$ cat config.mk
export PLATFORM = sky130hd
export DESIGN_NAME = led_pulse_stretch_flat
export DESIGN_NICKNAME = d
export VERILOG_FILES = /design/src/rtl/led_pulse_stretch_pkg.sv /design/src/rtl/led_pulse_stretch_if.sv /design/src/rtl/led_pulse_stretch.sv /design/src/flat_wrapper.sv
export SDC_FILE = /design/constraint.sdc
export NUM_CORES = 1
export LEC_CHECK = 0
export CORE_MARGIN = 2
export CORE_UTILIZATION = 41
export CTS_CLUSTER_DIAMETER = 30
export DETAILED_ROUTE_END_ITERATION = 16
export PLACE_DENSITY = 0.6
export SLEW_MARGIN = 20
export SYNTH_ARGS = -nofsm -noshare
export SYNTH_HDL_FRONTEND = slang
export SYNTH_SLANG_ARGS = --single-unit
$ cat constraint.sdc
create_clock -name clk -period 4 [get_ports clk]
set_input_delay 0.8 -clock clk [delete_from_list [all_inputs] [get_ports clk]]
set_output_delay 0.8 -clock clk [all_outputs]
set_load 0.005 [all_outputs]
$ cat src/rtl/led_pulse_stretch_pkg.sv
// led_pulse_stretch_pkg: state encoding and small helpers shared by the LED pulse stretcher
package led_pulse_stretch_pkg;

    typedef enum logic [1:0] {
        IDLE = 2'd0,
        ON   = 2'd1,
        OFF  = 2'd2
    } state_e;

    function automatic int max_int(input int a, input int b);
        return (a > b) ? a : b;
    endfunction

endpackage

$ cat src/rtl/led_pulse_stretch_if.sv
// led_pulse_stretch_if: event input and LED/status outputs of the pulse stretcher
interface led_pulse_stretch_if #(
    parameter int PEND_W = 4
);
    logic              trigger;
    logic              led;
    logic              busy;
    logic [PEND_W-1:0] pending;
    logic              overflow;

    modport master (
        output trigger,
        input  led,
        input  busy,
        input  pending,
        input  overflow
    );

    modport slave (
        input  trigger,
        output led,
        output busy,
        output pending,
        output overflow
    );
endinterface

$ cat src/rtl/led_pulse_stretch.sv
// led_pulse_stretch: turns 1-cycle events into fixed ON/OFF LED blinks, queueing events that arrive mid-blink
module led_pulse_stretch
    import led_pulse_stretch_pkg::*;
#(
    parameter int CLK_FREQUENCY = 10_000_000,
    parameter int ON_HZ         = 8,
    parameter int OFF_HZ        = 8,
    parameter int PEND_W        = 4
) (
    input logic                 clk,
    input logic                 reset_n,
    led_pulse_stretch_if.slave  bus
);

    localparam int ON_CYCLES  = CLK_FREQUENCY / ON_HZ;
    localparam int OFF_CYCLES = CLK_FREQUENCY / OFF_HZ;
    localparam int CNT_W      = $clog2(max_int(ON_CYCLES, OFF_CYCLES) + 1);

    localparam logic [CNT_W-1:0]  ON_LAST  = CNT_W'(ON_CYCLES - 1);
    localparam logic [CNT_W-1:0]  OFF_LAST = CNT_W'(OFF_CYCLES - 1);
    localparam logic [PEND_W-1:0] PEND_MAX = '1;

    state_e            state_q, state_d;
    logic [CNT_W-1:0]  count_q, count_d;
    logic [PEND_W-1:0] pending_q, pending_d;
    logic              led_q, led_d;
    logic              overflow_q, overflow_d;
    logic              off_last;

    // Next state: phase sequencing plus the saturating queue of deferred events
    always_comb begin
        state_d    = state_q;
        count_d    = count_q + CNT_W'(1);
        led_d      = led_q;
        pending_d  = pending_q;
        overflow_d = 1'b0;
        off_last   = (state_q == OFF) && (count_q == OFF_LAST);
        case (state_q)
            IDLE: begin
                count_d = '0;
                if (bus.trigger) begin
                    state_d = ON;
                    led_d   = 1'b1;
                end
            end
            ON: begin
                if (count_q == ON_LAST) begin
                    state_d = OFF;
                    count_d = '0;
                    led_d   = 1'b0;
                end
            end
            OFF: begin
                if (off_last) begin
                    count_d = '0;
                    if (pending_q != '0) begin
                        state_d   = ON;
                        led_d     = 1'b1;
                        pending_d = pending_q - PEND_W'(1) + PEND_W'(bus.trigger);
                    end else if (bus.trigger) begin
                        state_d = ON;
                        led_d   = 1'b1;
                    end else begin
                        state_d = IDLE;
                    end
                end
            end
            default: begin
                state_d = IDLE;
                count_d = '0;
                led_d   = 1'b0;
            end
        endcase
        // At the OFF terminal cycle the trigger is folded into the dequeue above
        if (bus.trigger && state_q != IDLE && !off_last) begin
            if (pending_q == PEND_MAX) overflow_d = 1'b1;
            else pending_d = pending_q + PEND_W'(1);
        end
    end

    // State registers; reset aborts any blink in progress and clears the queue
    always_ff @(posedge clk or negedge reset_n) begin
        if (!reset_n) begin
            state_q    <= IDLE;
            count_q    <= '0;
            pending_q  <= '0;
            led_q      <= 1'b0;
            overflow_q <= 1'b0;
        end else begin
            state_q    <= state_d;
            count_q    <= count_d;
            pending_q  <= pending_d;
            led_q      <= led_d;
            overflow_q <= overflow_d;
        end
    end

    assign bus.led      = led_q;
    assign bus.busy     = (state_q != IDLE);
    assign bus.pending  = pending_q;
    assign bus.overflow = overflow_q;

endmodule

$ cat src/flat_wrapper.sv
// flat-port wrapper written by rule: the top's interface ports become plain ports
module led_pulse_stretch_flat import led_pulse_stretch_pkg::*;
#(
    parameter int CLK_FREQUENCY = 10_000_000,
    parameter int ON_HZ         = 8,
    parameter int OFF_HZ        = 8,
    parameter int PEND_W        = 4
)
  (clk, reset_n, bus_trigger, bus_led, bus_busy, bus_pending, bus_overflow);
  led_pulse_stretch_if #(.PEND_W(PEND_W)) bus_i ();
  input logic clk;
  input logic reset_n;
  input wire logic [$bits(bus_i.trigger)-1:0] bus_trigger;
  output wire logic [$bits(bus_i.led)-1:0] bus_led;
  output wire logic [$bits(bus_i.busy)-1:0] bus_busy;
  output wire logic [$bits(bus_i.pending)-1:0] bus_pending;
  output wire logic [$bits(bus_i.overflow)-1:0] bus_overflow;
  assign bus_i.trigger = bus_trigger;
  assign bus_led = bus_i.led;
  assign bus_busy = bus_i.busy;
  assign bus_pending = bus_i.pending;
  assign bus_overflow = bus_i.overflow;
  led_pulse_stretch #(.CLK_FREQUENCY(CLK_FREQUENCY), .ON_HZ(ON_HZ), .OFF_HZ(OFF_HZ), .PEND_W(PEND_W)) u_core (.clk(clk), .reset_n(reset_n), .bus(bus_i));
endmodule
## After elaboration in Yosys (flattened, before gate mapping)

Index checks and enable logic that the tools add are counted.

| word-level totals | value |
|---|---|
| register bits | 29 |
| bits of input ports | 3 |
| output and inout port bits | 7 |
| logic and storage cells | 46 |

| operators by class | value |
|---|---|
| add/subtract/negate cells | 4 |
| eq/ne operators | 7 |
| mux-type cells | 21 |
| reduce and logical (&&, ||, !) cells | 9 |

Operator list:

| cell | number |
|---|---|
| $mux W21 | 2 |
| $pmux W21 S2 | 1 |
| $add A21 B1 Y21 const B | 1 |
| $eq A21 B21 Y1 const B | 1 |
| $mux W4 | 5 |
| $mux W2 | 4 |
| $mux W1 | 7 |
| $pmux W2 S3 | 1 |
| $add A4 B1 Y4 | 1 |
| $add A4 B1 Y4 const B | 1 |
| $eq A4 B4 Y1 const B | 1 |
| $ne A2 B1 Y1 const B | 2 |
| $reduce_bool A4 Y1 | 1 |
| $sub A4 B1 Y4 const B | 1 |
| $logic_and A1 B1 Y1 | 3 |
| $pmux W1 S3 | 1 |
| $reduce_and A3 Y1 | 1 |
| $eq A2 B1 Y1 const B | 1 |
| $eq A2 B2 Y1 const B | 1 |
| $logic_not A2 Y1 | 1 |
| $ne A2 B2 Y1 const B | 1 |
| $reduce_and A2 Y1 | 1 |
| $reduce_bool A2 Y1 | 1 |
| $logic_not A1 Y1 | 1 |

## Longest topological paths before layout

| logic depth | value |
|---|---|
| depth after elaboration | 7 |
| gate-level depth with buffers | 7 |
| depth with buffers taken out | 7 |

## Worst setup path before layout

OpenSTA, ideal clock, no wires.

| timing path | value |
|---|---|
| path type | input to register |
| from | in bus_trigger |
| to | reg u_core.pending_q[1], in the netlist u_core.bus.pending[1] |
| setup time | 94 ps |
| data arrival time | 1,536 ps |
| data required time | 3,906 ps |
| path slack | 2,370 ps |
| stages | 4 |
| buffers on the path | 0 |
| cells stage by stage | inv_1 ha_1 ha_1 a221oi_2 |

| on the way | value |
|---|---|
| longest elaborated chain between the ends | 6 |
| elaborated cells on any way between the ends | 8 |
| classes of those cells | add/sub: 1; mux: 5; reduce/logical: 2 |

RTL lines:

| what | RTL line | source |
|---|---|---|
| start, declared | flat_wrapper.sv:13 | `input wire logic [$bits(bus_i.trigger)-1:0] bus_trigger;` |
| $add A4 B1 Y4 | led_pulse_stretch.sv:59 | `pending_d = pending_q - PEND_W'(1) + PEND_W'(bus.trigger);` |
| $mux W4 | led_pulse_stretch.sv:56 | `if (pending_q != '0) begin` |
| $mux W4 | led_pulse_stretch.sv:54 | `if (off_last) begin` |
| $mux W4 | led_pulse_stretch.sv:38 | `case (state_q)` |
| $mux W4 | led_pulse_stretch.sv:76 | `if (pending_q == PEND_MAX) overflow_d = 1'b1;` |
| $mux W4 * | led_pulse_stretch.sv:75 | `if (bus.trigger && state_q != IDLE && !off_last) begin` |
| net u_core.pending_d[1] | led_pulse_stretch.sv:25 | `logic [PEND_W-1:0] pending_q, pending_d;` |
| end signal, assigned | led_pulse_stretch.sv:92 | `pending_q <= pending_d;` |
| end, declared | led_pulse_stretch.sv:25 |  |

The timed path passes the listed nets; every way through them passes the cells marked *.
A chain may end at the register's enable or synchronous reset.

## Final worst setup path

| timing path | value |
|---|---|
| from | reg u_core.state_q[0] |
| to | out bus_busy |

| on the way | value |
|---|---|
| longest elaborated chain between the ends | 1 |

RTL lines:

| what | RTL line | source |
|---|---|---|
| start, declared | led_pulse_stretch.sv:23 | `state_e state_q, state_d;` |
| start signal, assigned | led_pulse_stretch.sv:90 | `state_q <= state_d;` |
| $reduce_bool A2 Y1 | led_pulse_stretch.sv:99 | `assign bus.busy = (state_q != IDLE);` |
| end, declared | flat_wrapper.sv:15 | `output wire logic [$bits(bus_i.busy)-1:0] bus_busy;` |

No other way between the ends.

==> metrics.cfg <==
[status]
outcome = completed

[worst_setup_path]
r2r-end = u_core.bus.pending[0]$_DFF_PN0_
worst_ep_arrival_time_ps = 1700
r2r_cells = 7
worst-setup-path-type = reg -> out
reg2reg_from = u_core.state_q[0]$_DFFE_PN0P_
crit_path_start_kind = flop
cp_data_required_time_ps = 3200
crit_fanout = 5
reg2reg_slack_ps = 2120
cp-end-kind = primary output

[sta]
fin_skew_ps = 3.92
period_needed_ps = 2500
maxSlewViolCount = 0
final_hold_viol_count = 0
fmaxAchievable_mhz = 400
setup_viol = 0
fin_crit_sh_pct = 62.5
tns_ps = 0
relSlewSlack_pct = 74.9
tightest_slew_ps = 377
rsz0062_at_grt = no
whs_ps = 492

[placement]
place_congestion = 0.892
portBuffers = 9
dpl.hpwl_um = 2590

[global_route]
grt-busiest-layer = met2
antenna_found_initial = 0
gr-total-overflow = 0
grtUsageMet3_pct = 5.09
grt_pass1_wl_um = 6310
grtUsageMet1_pct = 19.4
track_usage_pct = 16.4
grt_pass1_vias = 1383
grt_max_degree = 30
grtUsageMet2_pct = 27.7

[logic_synthesis]
syn_nets = 194
syn-cell-area_mm2 = 0.00177
ys_seq_elements = 29
synthArstFlopShare_pct = 100
yosysWarnings = 0
netlist_instances = 182
avgSynthCellArea_um2 = 9.71
yosys.cell_types.count = 40
synthFlopType = dfrtp_1
synth-edff-count = 0
ys_seq_area_share_pct = 41.1

[clock_network]
cts-root-buf = clkbuf_8
cts_num_sinks = 29
cts.htree.levels = 2
postCtsSetupRepairBufs = 0
cts_hold_buf = 0
insertion_delay_ps = 280
cts_buffers = 5
clk_pin_slew_ps = 60
clock_path_buffers = 2
cts_tree = yes
post_cts_resize_count = 0

[routing]
wire_per_inst_um = 14.6
avgViaCountPerCell = 5.53
ant_nets = 0
drt_iter0_drc = 73
first_pass_iters = 4
routed_wl_um = 3600
drc = 0
dr_total_vias = 1361

[floorplan]
dieWidth_um = 69.6
core_area_mm2 = 0.00409
row_count = 23
io_pins = 10
die_y_um = 69.6
initial_core_util_pct = 43.2
die_area_mm2 = 0.00485

[min_path]
worstHoldStart = u_core.count_q[0]$_DFF_PN0_
hp-class = reg -> reg
worst_hold_path.num_cells = 1
hold_path_end = u_core.count_q[0]$_DFF_PN0_

[finish]
nNetsFinal = 207
drive_above_1_share_pct = 12.2
nFillCells = 387
area_delta_synth_final_pct = 12.0
antenna_cells = 0

[pwr]
power_leakage_nw = 0.821
power_density_mw_per_mm2 = 465
ir_drop_mv = 0.182

[job]
cap_violations = 0

## cell families after synthesis
| family | after synthesis | synth area share (%) |
|---|---|---|
| buffers and inverters | 13 | 3.61 |
| and+or+nand+nor | 90 | 30.5 |
| adders and majority gates | 9 | 6.37 |
| DFF | 29 | 41.1 |
| xor gates and xnor gates | 21 | 10.4 |
| AOI/OAI and AO/OA | 20 | 8.00 |
## worst max-delay path by stage
stage                                        from                               to  slack (ps)
floorplan                             bus_trigger  u_core.bus.pending[1]$_DFF_PN0_        2370
global placement                      bus_trigger  u_core.bus.pending[2]$_DFF_PN0_        1740
detailed placement                    bus_trigger  u_core.bus.pending[1]$_DFF_PN0_        1710
CTS                 u_core.state_q[0]$_DFFE_PN0P_                         bus_busy        1500
global route        u_core.state_q[0]$_DFFE_PN0P_                         bus_busy        1410
finish              u_core.state_q[0]$_DFFE_PN0P_                         bus_busy        1500
## through the flow
stage	power, mW	cells	utilization, %	setup slack (ps)	cell area [µm²]
finish	0.921	246	48.4	1500	1980
global route	0.991	246	48.4	1410	1980
CTS	0.935	246	48.4	1500	1980
detailed placement	0.699	238	46.4	1710	1900
global placement	0.689	238	46.4	1740	1900
floorplan	0.596	182	-	2370	1770
## power by group
part	switching, mW	internal, mW	total, mW
clock	0.109	0.120	0.229
combinational	0.159	0.149	0.308
sequential	0.0545	0.330	0.385
## Yosys cell counts (4+ instances only)
cell,n,area (µm²)
dfrtp_1,29,726
o21ai_0,5,25.0
nor2_1,29,109
nand4_1,6,37.5
nand2_1,13,48.8
xnor2_1,8,70.1
xor2_1,13,114
nand3_1,9,45.0
inv_1,9,33.8
a21oi_1,4,20.0
nor3_1,4,20.0
ha_1,9,113
## routing by layer
| metal | part of all wire [%] | wire length [µm] |
|---|---|---|
| met1 | 45 | 1620 |
| met2 | 50 | 1810 |
| met3 | 3.3 | 118 |
| met4 | 1.3 | 48 |
| met5 | 0 | 0 |
## cells in the final DEF (no fill, tap or decap), types with 4 or more instances in the layout
cell type and n:
clkbuf_8 5, xor2_1 13, nor3_1 4, ha_1 9, nor2_1 29, o21ai_0 5
nand2_1 13, a21oi_1 4, inv_1 9, nand4_1 6, clkdlybuf4s50_1 9, nand3_1 9
dfrtp_1 29, xnor2_1 8
## flip-flops by register name, summed over array words and instances, names as in the netlist
register / count
u_core.bus.overflow: 1
u_core.state_q: 2
u_core.bus.led: 1
u_core.count_q: 21
u_core.bus.pending: 4
## layout make-up
class	instances	area, µm²	area share, %
Multi-Input combinational cell	140	977	49.4
Sequential cell	29	726	36.7
Timing Repair Buffer	10	97.6	4.93
Clock buffer	6	72.6	3.67
Tap cell	50	62.6	3.16
Inverter	9	33.8	1.71
Clock inverter	2	10.0	0.506
## critical path, stage by stage (launching register included)
cell and delay [ps]:
dfrtp_1 420, inv_1 90, ha_1 260, inv_1 140
clkdlybuf4s50_1 510
No activity file was read; power rests on OpenSTA's default activity.
